==> config.mk <==
export PLATFORM = sky130hd
export DESIGN_NAME = key_debounce
export DESIGN_NICKNAME = d
export VERILOG_FILES = /design/src/rtl/debounce_pkg.sv /design/src/rtl/sync_2ff.sv /design/src/rtl/key_debounce.sv
export SDC_FILE = /design/constraint.sdc
export NUM_CORES = 1
export LEC_CHECK = 0
export CAP_MARGIN = 20
export CORE_UTILIZATION = 43
export CTS_CLUSTER_DIAMETER = 50
export DETAILED_ROUTE_END_ITERATION = 12
export GPL_ROUTABILITY_DRIVEN = 1
export PLACE_DENSITY = 0.71
export SKIP_LAST_GASP = 1
export SLEW_MARGIN = 20
export SYNTH_ARGS = -nofsm -noshare
export SYNTH_HDL_FRONTEND = slang
export SYNTH_SLANG_ARGS = --single-unit
==> constraint.sdc <==
create_clock -name clk -period 1.8 [get_ports clk]
set_clock_uncertainty 0.2 [all_clocks]
set_input_delay 0.36 -clock clk [delete_from_list [all_inputs] [get_ports clk]]
set_output_delay 0.36 -clock clk [all_outputs]
set_load 0.03 [all_outputs]
==> src/rtl/debounce_pkg.sv <==
// debounce_pkg: shared FSM state encoding and width helper for the key debouncer
package debounce_pkg;
  typedef enum logic [1:0] {
    IDLE        = 2'd0,
    PRESS_CHK   = 2'd1,
    HELD        = 2'd2,
    RELEASE_CHK = 2'd3
  } state_t;
  function automatic int clog2(input longint v);
    int r;
    r = 0;
    while ((longint'(1) << r) < v) r++;
    return r;
  endfunction
endpackage

==> src/rtl/sync_2ff.sv <==
// sync_2ff: two-flop synchroniser for one asynchronous input (clk, rst, d -> q, reset loads RESET_VAL)
module sync_2ff #(
  parameter logic RESET_VAL = 1'b0
) (
  input  logic clk,
  input  logic rst,
  input  logic d,
  output logic q
);
  logic s1;
  always_ff @(posedge clk) begin
    if (rst) begin
      s1 <= RESET_VAL;
      q  <= RESET_VAL;
    end else begin
      s1 <= d;
      q  <= s1;
    end
  end
endmodule

==> src/rtl/key_debounce.sv <==
// key_debounce: sync + debounce one raw key (clk, rst, key_in -> key_level, key_press, key_release, key_repeat pulses)
module key_debounce
  import debounce_pkg::*;
#(
  parameter int DEBOUNCE_CYCLES = 4,
  parameter int HOLD_CYCLES     = 10,
  parameter int REPEAT_CYCLES   = 5,
  parameter int ACTIVE_LOW      = 0
) (
  input  logic clk,
  input  logic rst,
  input  logic key_in,
  output logic key_level,
  output logic key_press,
  output logic key_release,
  output logic key_repeat
);
  localparam int CW = clog2(DEBOUNCE_CYCLES + 1);
  localparam int HW = clog2(HOLD_CYCLES + REPEAT_CYCLES + 1);
  localparam logic [CW-1:0] CNT_LAST = CW'(DEBOUNCE_CYCLES - 1);
  localparam logic [HW-1:0] H_FIRST = HW'(HOLD_CYCLES);
  localparam logic [HW-1:0] H_WRAP = HW'(HOLD_CYCLES + REPEAT_CYCLES);
  localparam logic POL = ACTIVE_LOW != 0;
  state_t state, state_n;
  logic [CW-1:0] cnt, cnt_n;
  logic [HW-1:0] hold, hold_n, hold_inc;
  logic s2, k, level_n, press_n, release_n, repeat_n;
  sync_2ff #(.RESET_VAL(POL)) u_sync (
    .clk(clk),
    .rst(rst),
    .d  (key_in),
    .q  (s2)
  );
  assign k = s2 ^ POL;
  assign hold_inc = hold + 1'b1;
  // hold cycles through [HOLD, HOLD+REPEAT) after the first repeat so it never overflows
  always_comb begin
    state_n   = state;
    cnt_n     = cnt;
    hold_n    = hold;
    level_n   = key_level;
    press_n   = 1'b0;
    release_n = 1'b0;
    repeat_n  = 1'b0;
    case (state)
      IDLE: begin
        if (k) begin
          state_n = PRESS_CHK;
          cnt_n   = CW'(1);
        end
      end
      PRESS_CHK: begin
        if (!k) begin
          state_n = IDLE;
          cnt_n   = '0;
        end else if (cnt == CNT_LAST) begin
          state_n = HELD;
          cnt_n   = '0;
          level_n = 1'b1;
          press_n = 1'b1;
          hold_n  = '0;
        end else cnt_n = cnt + 1'b1;
      end
      HELD: begin
        if (!k) begin
          state_n = RELEASE_CHK;
          cnt_n   = CW'(1);
        end else if (HOLD_CYCLES > 0) begin
          hold_n   = hold_inc == H_WRAP ? H_FIRST : hold_inc;
          repeat_n = hold_inc == H_FIRST || hold_inc == H_WRAP;
        end
      end
      RELEASE_CHK: begin
        if (k) begin
          state_n = HELD;
          cnt_n   = '0;
        end else if (cnt == CNT_LAST) begin
          state_n   = IDLE;
          cnt_n     = '0;
          level_n   = 1'b0;
          release_n = 1'b1;
        end else cnt_n = cnt + 1'b1;
      end
    endcase
  end
  always_ff @(posedge clk) begin
    if (rst) begin
      state       <= IDLE;
      cnt         <= '0;
      hold        <= '0;
      key_level   <= 1'b0;
      key_press   <= 1'b0;
      key_release <= 1'b0;
      key_repeat  <= 1'b0;
    end else begin
      state       <= state_n;
      cnt         <= cnt_n;
      hold        <= hold_n;
      key_level   <= level_n;
      key_press   <= press_n;
      key_release <= release_n;
      key_repeat  <= repeat_n;
    end
  end
endmodule

==> summary by stage, run 1 <==
Die
The number of rows created at floorplan is 14. The die is 42.4 um tall. The width of the chip is 42.4 um. The initial core utilization is 0.461.

The area of the placeable core is 1520 um2. In this run the count of I/O pins placed on the die edge is 7. The die covers 1800 um2.

Clock tree
The number of cells upsized or downsized after cts is 4. The clock-pin slew of the registers on the worst-case setup and hold paths is 0.09 ns. The cts-stage hold buffer count is 0.

The clock reaches the later pin of the worst-skew pair after 0.28 ns. The number of sinks handled by clock tree synthesis is 15. The number of clock buffers inserted by TritonCTS is 3.

The CTS tree is done. The count of buffers added by post-CTS timing repair for setup is 0. The total number of H-tree levels is 1. The clock tree root buffer cell is sky130_fd_sc_hd__clkbuf_4. The buffer levels on the longest clock path is 2.

Yosys
The count of warnings emitted by yosys is 0. The net count of the mapped netlist is 82. The instance count of the mapped netlist is 75. The synthesized design spends more area on one cell type than any other, namely sky130_fd_sc_hd__dfxtp_1. The average instance in the mapped netlist occupies 9.38 um2.

The count of distinct cell types in the synthesized netlist is 32. The total of flip-flops plus latches after synthesis is 15. The sequential area share after synthesis is 0.427. The combined area of all synthesized cells is 703 um2. After synthesis, the cell types taking the most area are sky130_fd_sc_hd__dfxtp_1 43%, sky130_fd_sc_hd__ha_1 7.1%, sky130_fd_sc_hd__nor2_1 4.8%, sky130_fd_sc_hd__xnor2_1 3.7%, sky130_fd_sc_hd__a21oi_1 3.6%. The fraction of synthesized cell area taken by the top area cell type is 0.427.

Hold path
The tightest min-delay check is of the reg -> reg type. The path with the worst hold slack has its endpoint at u_sync.q. The count of cells along the worst hold path is 1.

The hold path startpoint is u_sync.s1.

Route
After the first detailed-routing iteration, the DRC count stood at 13. The antenna violation net count after detailed routing is 0. The total detailed-routing wirelength is 1100 um. The number of vias per cell is 5.16. For this run, the detailed router's first-pass iteration total came to 3. The final routed DRC violation total is 0.

The routed layout has 526 vias. Dividing the detail-routed wire length by the instance count gives 10.8 um.

Job
The number of maximum-capacitance constraint violations is 0.

Critical path
Data arrives at the worst endpoint at 1.02 ns. The type of origin of the critical path is a register. The kind of cell with the highest combined delay on the critical path is buffers and inverters. The critical path goes through dlygate4sd2_1. Setup slack on the worst reg-to-reg path comes out at 0.27 ns. The largest stage delay on the critical path is 0.40 ns. STA classifies the critical path endpoint as a primary output. The highest fanout seen on the critical path is 3.

Together, buffers and inverters on the worst path number 1. The slowest stage of the critical path is the sky130_fd_sc_hd__dlygate4sd2_1 cell. The start-to-end type of the worst setup path is reg -> out. The number of cells traversed by the worst register-to-register path is 4. The end of the worst register-to-register path is hold[2]. In this run the critical register-to-register path is launched from hold[0]. For the worst setup path, the data required time is 1.24 ns.

Pwr
The maximum vdd ir drop is 467 uV. The cell area power density is 682 nW/um2. The completed layout was analyzed and its total power is 0.557 mW.

The analysis attributes to cell leakage a power of 0.341 nW.

Global route
The first-pass GRT wire length is 1980 um. In the global route stage, overall resource usage came out at 0.146. The via count of the first global-routing pass was 476.

Summed over all layers, the global routing overflow is 0. The pin count of the biggest net entering global routing is 16. The initial antenna violation count is 0.

Placement
The number of buffers inserted by port buffering is 6. Detailed placement finished with a half-perimeter wire length of 817 um. At the placement stage, the worst setup path has a slack of 0.237 ns.

The number of cells in the design after placement is 98. Summing all placed instances gives a cell area of 795 um2. Routability-driven placement finished with a final weighted congestion of 0.706.

STA
The final count of pins violating max slew is 0. In this run the tightest slew margin relative to its limit is 0.804. Subtracting the final worst setup slack from the clock period gives 1.58 ns. Setup repair after global routing left no endpoint under its margin. Setup slack on the critical path of the routed design comes to 0.218 ns.

The final count of negative-setup-slack endpoints is 0. Dividing the final minimum period by the clock period gives 0.879. The timing-limited maximum frequency is 0.632 GHz. For the pin with the worst max-slew slack, the measured transition is 0.289 ns. The hold violation count in the final report was 0.

The setup TNS after final layout is 0 ns. The tightest hold path in the finished design has a slack of 0.236 ns.

Outcome
The run finished with clean final reports.

Finish
The area of all placed cells without fillers is 816 um2. The number of antenna diodes is 0. The final layout contains 94 nets.

The final cell count without fillers is 102. The area growth from synthesis to layout is 16.0%. For this run, the share of the core covered by cells in the final layout is 0.535.

The number of filler cells placed in the layout is 154. Of the cells placed in the final design, the portion with a size suffix greater than 1 is 0.105.
logic make-up (layout without fill, tap and decap cells):
group / count (synthesis) / in the layout / synth area share
adders and majority gates: 4 / 4 / 0.0712
xor gates and xnor gates: 4 / 4 / 0.0605
AOI/OAI and AO/OA: 17 / 17 / 0.164
buffers and inverters: 7 / 18 / 0.0374
muxes: 1 / 1 / 0.0142
DFF: 15 / 15 / 0.427
and+or+nand+nor: 27 / 27 / 0.226
how the worst max path moves through the flow:
stage	startpoint	endpoint	slack [ns]	depth (start not counted)
2_1_floorplan	hold[0]	hold[2]	0.36	4
3_3_place_gp	key_level	key_level	0.26	1
3_5_place_dp	rst	key_release	0.24	3
4_1_cts	key_level	key_level	0.20	1
5_1_grt	hold[0]	hold[0]	0.11	5
6_report	key_level	key_level	0.22	1
placed cells by master, fill, tap and decap left out, types with 2 or more instances in the layout:
cell | netlist | layout
sky130_fd_sc_hd__buf_4 | 0 | 2
sky130_fd_sc_hd__nand3b_1 | 2 | 2
sky130_fd_sc_hd__a21oi_1 | 5 | 5
sky130_fd_sc_hd__nor2b_1 | 2 | 2
sky130_fd_sc_hd__dfxtp_1 | 15 | 15
sky130_fd_sc_hd__dlygate4sd2_1 | 0 | 4
sky130_fd_sc_hd__o21ai_0 | 3 | 3
sky130_fd_sc_hd__inv_1 | 6 | 6
sky130_fd_sc_hd__nor2_1 | 9 | 9
sky130_fd_sc_hd__clkdlybuf4s50_1 | 0 | 2
sky130_fd_sc_hd__xnor2_1 | 3 | 3
sky130_fd_sc_hd__clkbuf_4 | 0 | 3
sky130_fd_sc_hd__ha_1 | 4 | 4
sky130_fd_sc_hd__nand2_1 | 4 | 4
synth_stat cells:
cell,n
sky130_fd_sc_hd__nand3b_4,1
sky130_fd_sc_hd__a31oi_1,1
sky130_fd_sc_hd__nand3_1,1
sky130_fd_sc_hd__nand2b_1,1
sky130_fd_sc_hd__dfxtp_1,15
sky130_fd_sc_hd__mux2i_1,1
sky130_fd_sc_hd__o21ai_0,3
sky130_fd_sc_hd__xnor2_1,3
sky130_fd_sc_hd__nor3b_1,1
sky130_fd_sc_hd__nand2_1,4
sky130_fd_sc_hd__o21ai_1,1
sky130_fd_sc_hd__o21a_1,1
sky130_fd_sc_hd__nor2b_1,2
sky130_fd_sc_hd__o21bai_1,1
sky130_fd_sc_hd__a211o_1,1
sky130_fd_sc_hd__inv_1,6
sky130_fd_sc_hd__a41oi_1,1
sky130_fd_sc_hd__ha_1,4
sky130_fd_sc_hd__nor3_1,1
sky130_fd_sc_hd__and3b_1,1
sky130_fd_sc_hd__a221oi_2,1
sky130_fd_sc_hd__a211oi_1,1
sky130_fd_sc_hd__nand3b_1,2
sky130_fd_sc_hd__or3_1,1
sky130_fd_sc_hd__xor2_2,1
sky130_fd_sc_hd__nor4_1,1
sky130_fd_sc_hd__and2b_2,1
sky130_fd_sc_hd__a21oi_1,5
sky130_fd_sc_hd__nor4b_1,1
sky130_fd_sc_hd__o311ai_1,1
sky130_fd_sc_hd__clkbuf_1,1
sky130_fd_sc_hd__nor2_1,9
per-layer routing:
metal | vias up | global-route usage | wire length [um]
li1 | 284 | - | -
met1 | 237 | 0.185 | 578
met2 | 5 | 0.225 | 498
met3 | 0 | 0.0647 | 23
met4 | 0 | 0.0375 | 0
met5 | - | 0 | 0
power breakdown:
part | total, mW | internal, mW | switching [mW]
sequential | 0.343 | 0.338 | 0.00531
combinational | 0.0289 | 0.0133 | 0.0155
clock | 0.185 | 0.0859 | 0.0989
total | 0.557 | 0.437 | 0.120
final cells by class:
type                    count  area [um2]  area share
multi-input cells          53         377       0.462
well taps                  16        20.0      0.0245
repair buffers              8        70.1      0.0859
flip-flops and latches     15         300       0.368
inverters                   6        22.5      0.0276
clock buffers               4        26.3      0.0322
state kept, by name, indices dropped and copies added (netlist names), named ones only:
name	cells
hold	4
cnt	3
key_level	1
key_press	1
key_release	1
key_repeat	1
state	1
u_sync.q	1
u_sync.s1	1
No activity file was read; power rests on OpenSTA's default activity.
==> inputs of run 2 (changes only) <==
--- a/config.mk
+++ b/config.mk
@@ -5,7 +5,6 @@
 export SDC_FILE = /design/constraint.sdc
 export NUM_CORES = 1
 export LEC_CHECK = 0
-export CAP_MARGIN = 20
 export CORE_UTILIZATION = 43
 export CTS_CLUSTER_DIAMETER = 50
 export DETAILED_ROUTE_END_ITERATION = 12
==> results of run 2 <==
Same layout as run 1: the final DEF is identical, and so are final timing and power.
==> inputs of run 3 (changes only) <==
--- a/config.mk
+++ b/config.mk
@@ -6,7 +6,8 @@
 export NUM_CORES = 1
 export LEC_CHECK = 0
 export CORE_UTILIZATION = 43
-export CTS_CLUSTER_DIAMETER = 50
+export CTS_CLUSTER_DIAMETER = 60
+export CTS_CLUSTER_SIZE = 16
 export DETAILED_ROUTE_END_ITERATION = 12
 export GPL_ROUTABILITY_DRIVEN = 1
 export PLACE_DENSITY = 0.71
==> results of run 3 <==
Same layout as run 1: the final DEF is identical, and so are final timing and power.
==> edit 1 (flow settings as in run 3) <==
Make the reset (`rst`) asynchronous in 2 clocked blocks.
--- a/src/rtl/sync_2ff.sv
+++ b/src/rtl/sync_2ff.sv
@@ -9,5 +9,5 @@
 );
   logic s1;
-  always_ff @(posedge clk) begin
+  always_ff @(posedge clk or posedge rst) begin
     if (rst) begin
       s1 <= RESET_VAL;
--- a/src/rtl/key_debounce.sv
+++ b/src/rtl/key_debounce.sv
@@ -84,5 +84,5 @@
     endcase
   end
-  always_ff @(posedge clk) begin
+  always_ff @(posedge clk or posedge rst) begin
     if (rst) begin
       state       <= IDLE;
Behaviour: differs if rst is asserted again (counterexample within 10 cycles, from zero or initial values and one cycle with rst high); with rst held inactive, the same outputs for 10 cycles.
==> edit 1 against run 3 <==
Critical path depth unchanged. Global-route usage fell by 0.24 points. Die area grew 2.4%. Sequential cell count is the same. Critical path type unchanged. Worst setup slack worse by 32 ps. Cell area rose by 0.77%. Wire length is 0.36% higher. Synthesized area increased by 2.5%.
Power is not compared: it rests on default switching activity, and its combinational part moved more than twofold at a synthesized area within 25%.
==> edit 1: results <==
[synthesis]
synth_ff_type = dfrtp_1
synth-warning-count = 0
synth_xor_area_share_pct = 3.65
synth_fp_nets = 73
synth_adder_area_share_pct = 6.94
synth_mux_area_share_pct = 1.39
synth_compound_gate_area_share_pct = 13.2
ys_seq_area_share_pct = 52.1
synth_common_cells = dfrtp_1, nand2_1, inv_1
synthTopCellsByArea = dfrtp_1, ha_1, nand2_1, inv_1, o21ai_1
synth_cell_types = 28
ys_async_sr_fraction_pct = 100

[clock_network]
cts_inserted_buffers = 3
path_clk_slew_ps = 90
clk_latency_ps = 280
root_buffer = clkbuf_4
ctsHoldBuffers = 0
clk_path_buf_depth = 2
cts_max_level = 1

[hold_path]
holdCritStartpoint = u_sync.s1
whs_path_depth = 0
min_path_type = register to register

[worst_setup_path]
cp_slowest_stage_delay_ps = 410
crit_path_top_delay_cell = dlygate4sd2_1
r2r-start = hold[0]
startpoint = key_level
crit_arrival_ps = 1050
reg2regPathDepth = 5
worst_path_dominant_cell_family = buffers and inverters
path_max_fanout = 3

[placed_design]
io_buffers = 6
hpwl_um = 826
gp_congestion = 0.812

[pwr]
leakagePower_nw = 0.396
peakVddDrop_mv = 0.646

[cells_and_area]
nNetsFinal = 84
nFillCells = 151
drive_gt1_share_pct = 11.8
num_antenna_cells = 0
largest_registers = hold x4, cnt x3

[global_routing]
grt_max_degree = 16
gr-usage-all-layers_pct = 14.3
grt_pass1_wl_mm = 1.84
antenna_found_initial = 0
grt_pass1_vias = 438

[route]
drt-initial-drc-count = 2
dr.pass1.iters = 4
post_drt_wl_per_cell_um = 12.0
vias_per_cell = 5.15

[timing]
worst_pin_slew_ps = 359

[run_status]
status = complete, no violations
## edit 1: cell families (layout without fill, tap and decap cells)
group | after synthesis | in the layout
and+or+nand+nor | 23 | 23
adders and majority gates | 4 | 4
muxes | 1 | 1
xor gates and xnor gates | 3 | 3
DFF | 15 | 15
AOI/OAI and AO/OA | 13 | 13
buffers and inverters | 7 | 17
## edit 1: report_power, final
part	switching [mW]	internal (mW)	total, mW
logic	0.175	0.159	0.334
clock network	0.100	0.0860	0.186
registers	0.102	0.415	0.516
## edit 1: routing by layer
metal,track usage [%],share of wire (%)
met5,0,0
met1,16.2,48
met3,7.66,4.4
met2,21.8,48
met4,7.27,0
## edit 1: per-stage QoR
stage / hold slack (ps) / setup WS, ps / cells / cell area (µm²) / util, %
5_1_grt: 171 / 140 / 92 / 822 / 53.3
3_5_place_dp: 137 / 225 / 88 / 801 / 51.9
4_1_cts: 157 / 174 / 92 / 822 / 53.3
2_1_floorplan: 61.5 / 352 / 66 / 721 / -
3_3_place_gp: 134 / 229 / 88 / 801 / 51.9
6_report: 153 / 186 / 92 / 822 / 53.3
## edit 1: final timing paths
| kind | endpoint | slack (ps) |
|---|---|---|
| setup / recovery | key_level | 190 |
| hold / removal | u_sync.q | 150 |
| setup reg to reg | hold[2] | 250 |
| hold reg to reg | u_sync.q | 150 |
| max in group asynchronous | cnt[1] | 1050 |
| min in group asynchronous | key_repeat | 170 |
## edit 1: final cells by class
type,instances,share of cell area [%]
clock buffer,4,3.20
sequential,15,45.7
multi-input combinational,44,38.4
inverter,6,2.74
timing repair buffer,7,7.61
tap,16,2.44
## edit 1: what timing repair did
item | in CTS | in global routing
buffers inserted | 0 | 0
endpoints found under the setup margin | 4 | 0
gates resized for setup | 4 | 0
==> edit 2 (config.mk and constraints of run 3) <==
Without the edit above. Change the parameter `DEBOUNCE_CYCLES` from 4 to 8.
--- a/src/rtl/key_debounce.sv
+++ b/src/rtl/key_debounce.sv
@@ -3,5 +3,5 @@
   import debounce_pkg::*;
 #(
-  parameter int DEBOUNCE_CYCLES = 4,
+  parameter int DEBOUNCE_CYCLES = 8,
   parameter int HOLD_CYCLES     = 10,
   parameter int REPEAT_CYCLES   = 5,
Behaviour: not the same (a bounded check fails within 10 cycles, from zero or initial values and one cycle with rst high).
==> edit 2 against run 3 <==
Maximum frequency down 5.6%. Power up 17%. Cell area up 21%. Synthesized area up 19%. Worst setup slack worse by 94 ps. Core utilization up 1.8 points. Wire length up 41%. Via count up 33%. Global-route usage up 2.1 points. Worst hold slack better by 13 ps. Clock power up 27%. Sequential cell count up 1. Sequential power up 7.3%. Largest power group unchanged. Highest routed layer is now met4.
==> edit 2: results <==
[run_status]
status = complete, no violations

[global_routing]
grt_max_degree = 10
met1_usage_pct = 19.3
grt_pass1_wl_mm = 2.46
grtUsageMet3_pct = 7.06
grt_pass1_vias = 582
gr-usage-all-layers_pct = 16.7

[die]
die_area_um2 = 2120

[worst_setup_path]
path_max_fanout = 7
rrSetupSlack_ps = 120
r2r-start = hold[1]
cp_slowest_stage_delay_ps = 460
worst_path_dominant_cell_family = flip-flops
reg2reg_to = key_repeat
crit_arrival_ps = 1660

[timing]
hold_ws_ps = 249
worst_pin_slew_ps = 292

[route]
dr.pass1.iters = 4
drt-initial-drc-count = 26
post_drt_wl_per_cell_um = 12.2
routed.top_layer = met4
route.met3.wl_um = 93
dr_wl_met2_um = 739
vias_per_cell = 5.45

[pwr]
peakVddDrop_mv = 0.602
leakagePower_nw = 0.395

[cells_and_area]
largest_registers = cnt x4, hold x4
nNetsFinal = 111
drive_gt1_share_pct = 19.4

[hold_path]
worstHoldEndpoint = u_sync.q

[placed_design]
detailed_place.area_um2 = 948
gp_congestion = 0.756
placedCellCount = 124

[synthesis]
synth_adder_area_share_pct = 5.99
synthCells = 91
synthTopCellsByArea = dfxtp_1, ha_1, nor2b_1, nand2_1, xor2_4
synth_common_cells = dfxtp_1, nand2_1, nor2b_1
synth_compound_gate_area_share_pct = 15.3
ys_async_sr_fraction_pct = 0
synth_cell_types = 36
synth_mux_area_share_pct = 3.89
synth_fp_nets = 98
synth_xor_area_share_pct = 5.39
==> edit 2: cell types whose count changed after synthesis, moves of 2 or more <==
cell	run 3	this run
nand4b_1	0	2
nand3_1	1	4
nor4b_1	1	3
nor2_1	9	5
inv_1	6	4
nor2b_1	2	6
o31ai_1	0	2
mux2_2	0	2
nand2_1	4	9
nand3b_1	2	0
==> edit 2: timing repair <==
action,CTS,global route
endpoints found under the setup margin,4,4
resized for setup,4,2
pin swaps,0,0
==> edit 2: worst max-delay path by stage <==
stage,startpoint,end,cells past startpoint
after global routing,u_sync.q,hold[2],4
final,hold[1],key_repeat,4
after floorplan,cnt[0],hold[2],4
after CTS,cnt[0],hold[1],5
after detailed placement,rst,hold[1],5
after global placement,rst,hold[2],4
==> edit 2: power by group <==
| part | leakage [nW] | switching, mW | internal, mW | total (mW) |
|---|---|---|---|---|
| sequential | 0.130 | 0.00689 | 0.361 | 0.368 |
| clock | 0.0210 | 0.112 | 0.123 | 0.235 |
| combinational | 0.244 | 0.0255 | 0.0238 | 0.0493 |
| total | 0.395 | 0.144 | 0.509 | 0.653 |
==> edit 2: final cells by class <==
cell class / count / area, µm²
repair buffers: 13 / 108
clock buffers: 4 / 36.3
fillers: 166 / 796
well taps: 25 / 31.3
flip-flops and latches: 16 / 322
inverters: 4 / 15.0
multi-input cells: 66 / 475
==> edit 2: per-stage QoR <==
stage / utilization, % / setup WS [ps] / power, mW
after CTS: 54.9 / 11.9 / 0.661
final: 55.4 / 124 / 0.653
after global routing: 55.4 / 22.5 / 0.678
after global placement: 53.2 / 26.2 / 0.427
after detailed placement: 53.2 / -29.3 / 0.428
after floorplan: - / 208 / 0.405
==> edit 2: kinds of logic after synthesis <==
family          Yosys count
mux                       3
xor+xnor                  3
simple gates             37
flops                    16
compound gates           19
buf+inv                   9
fa+ha+maj                 4
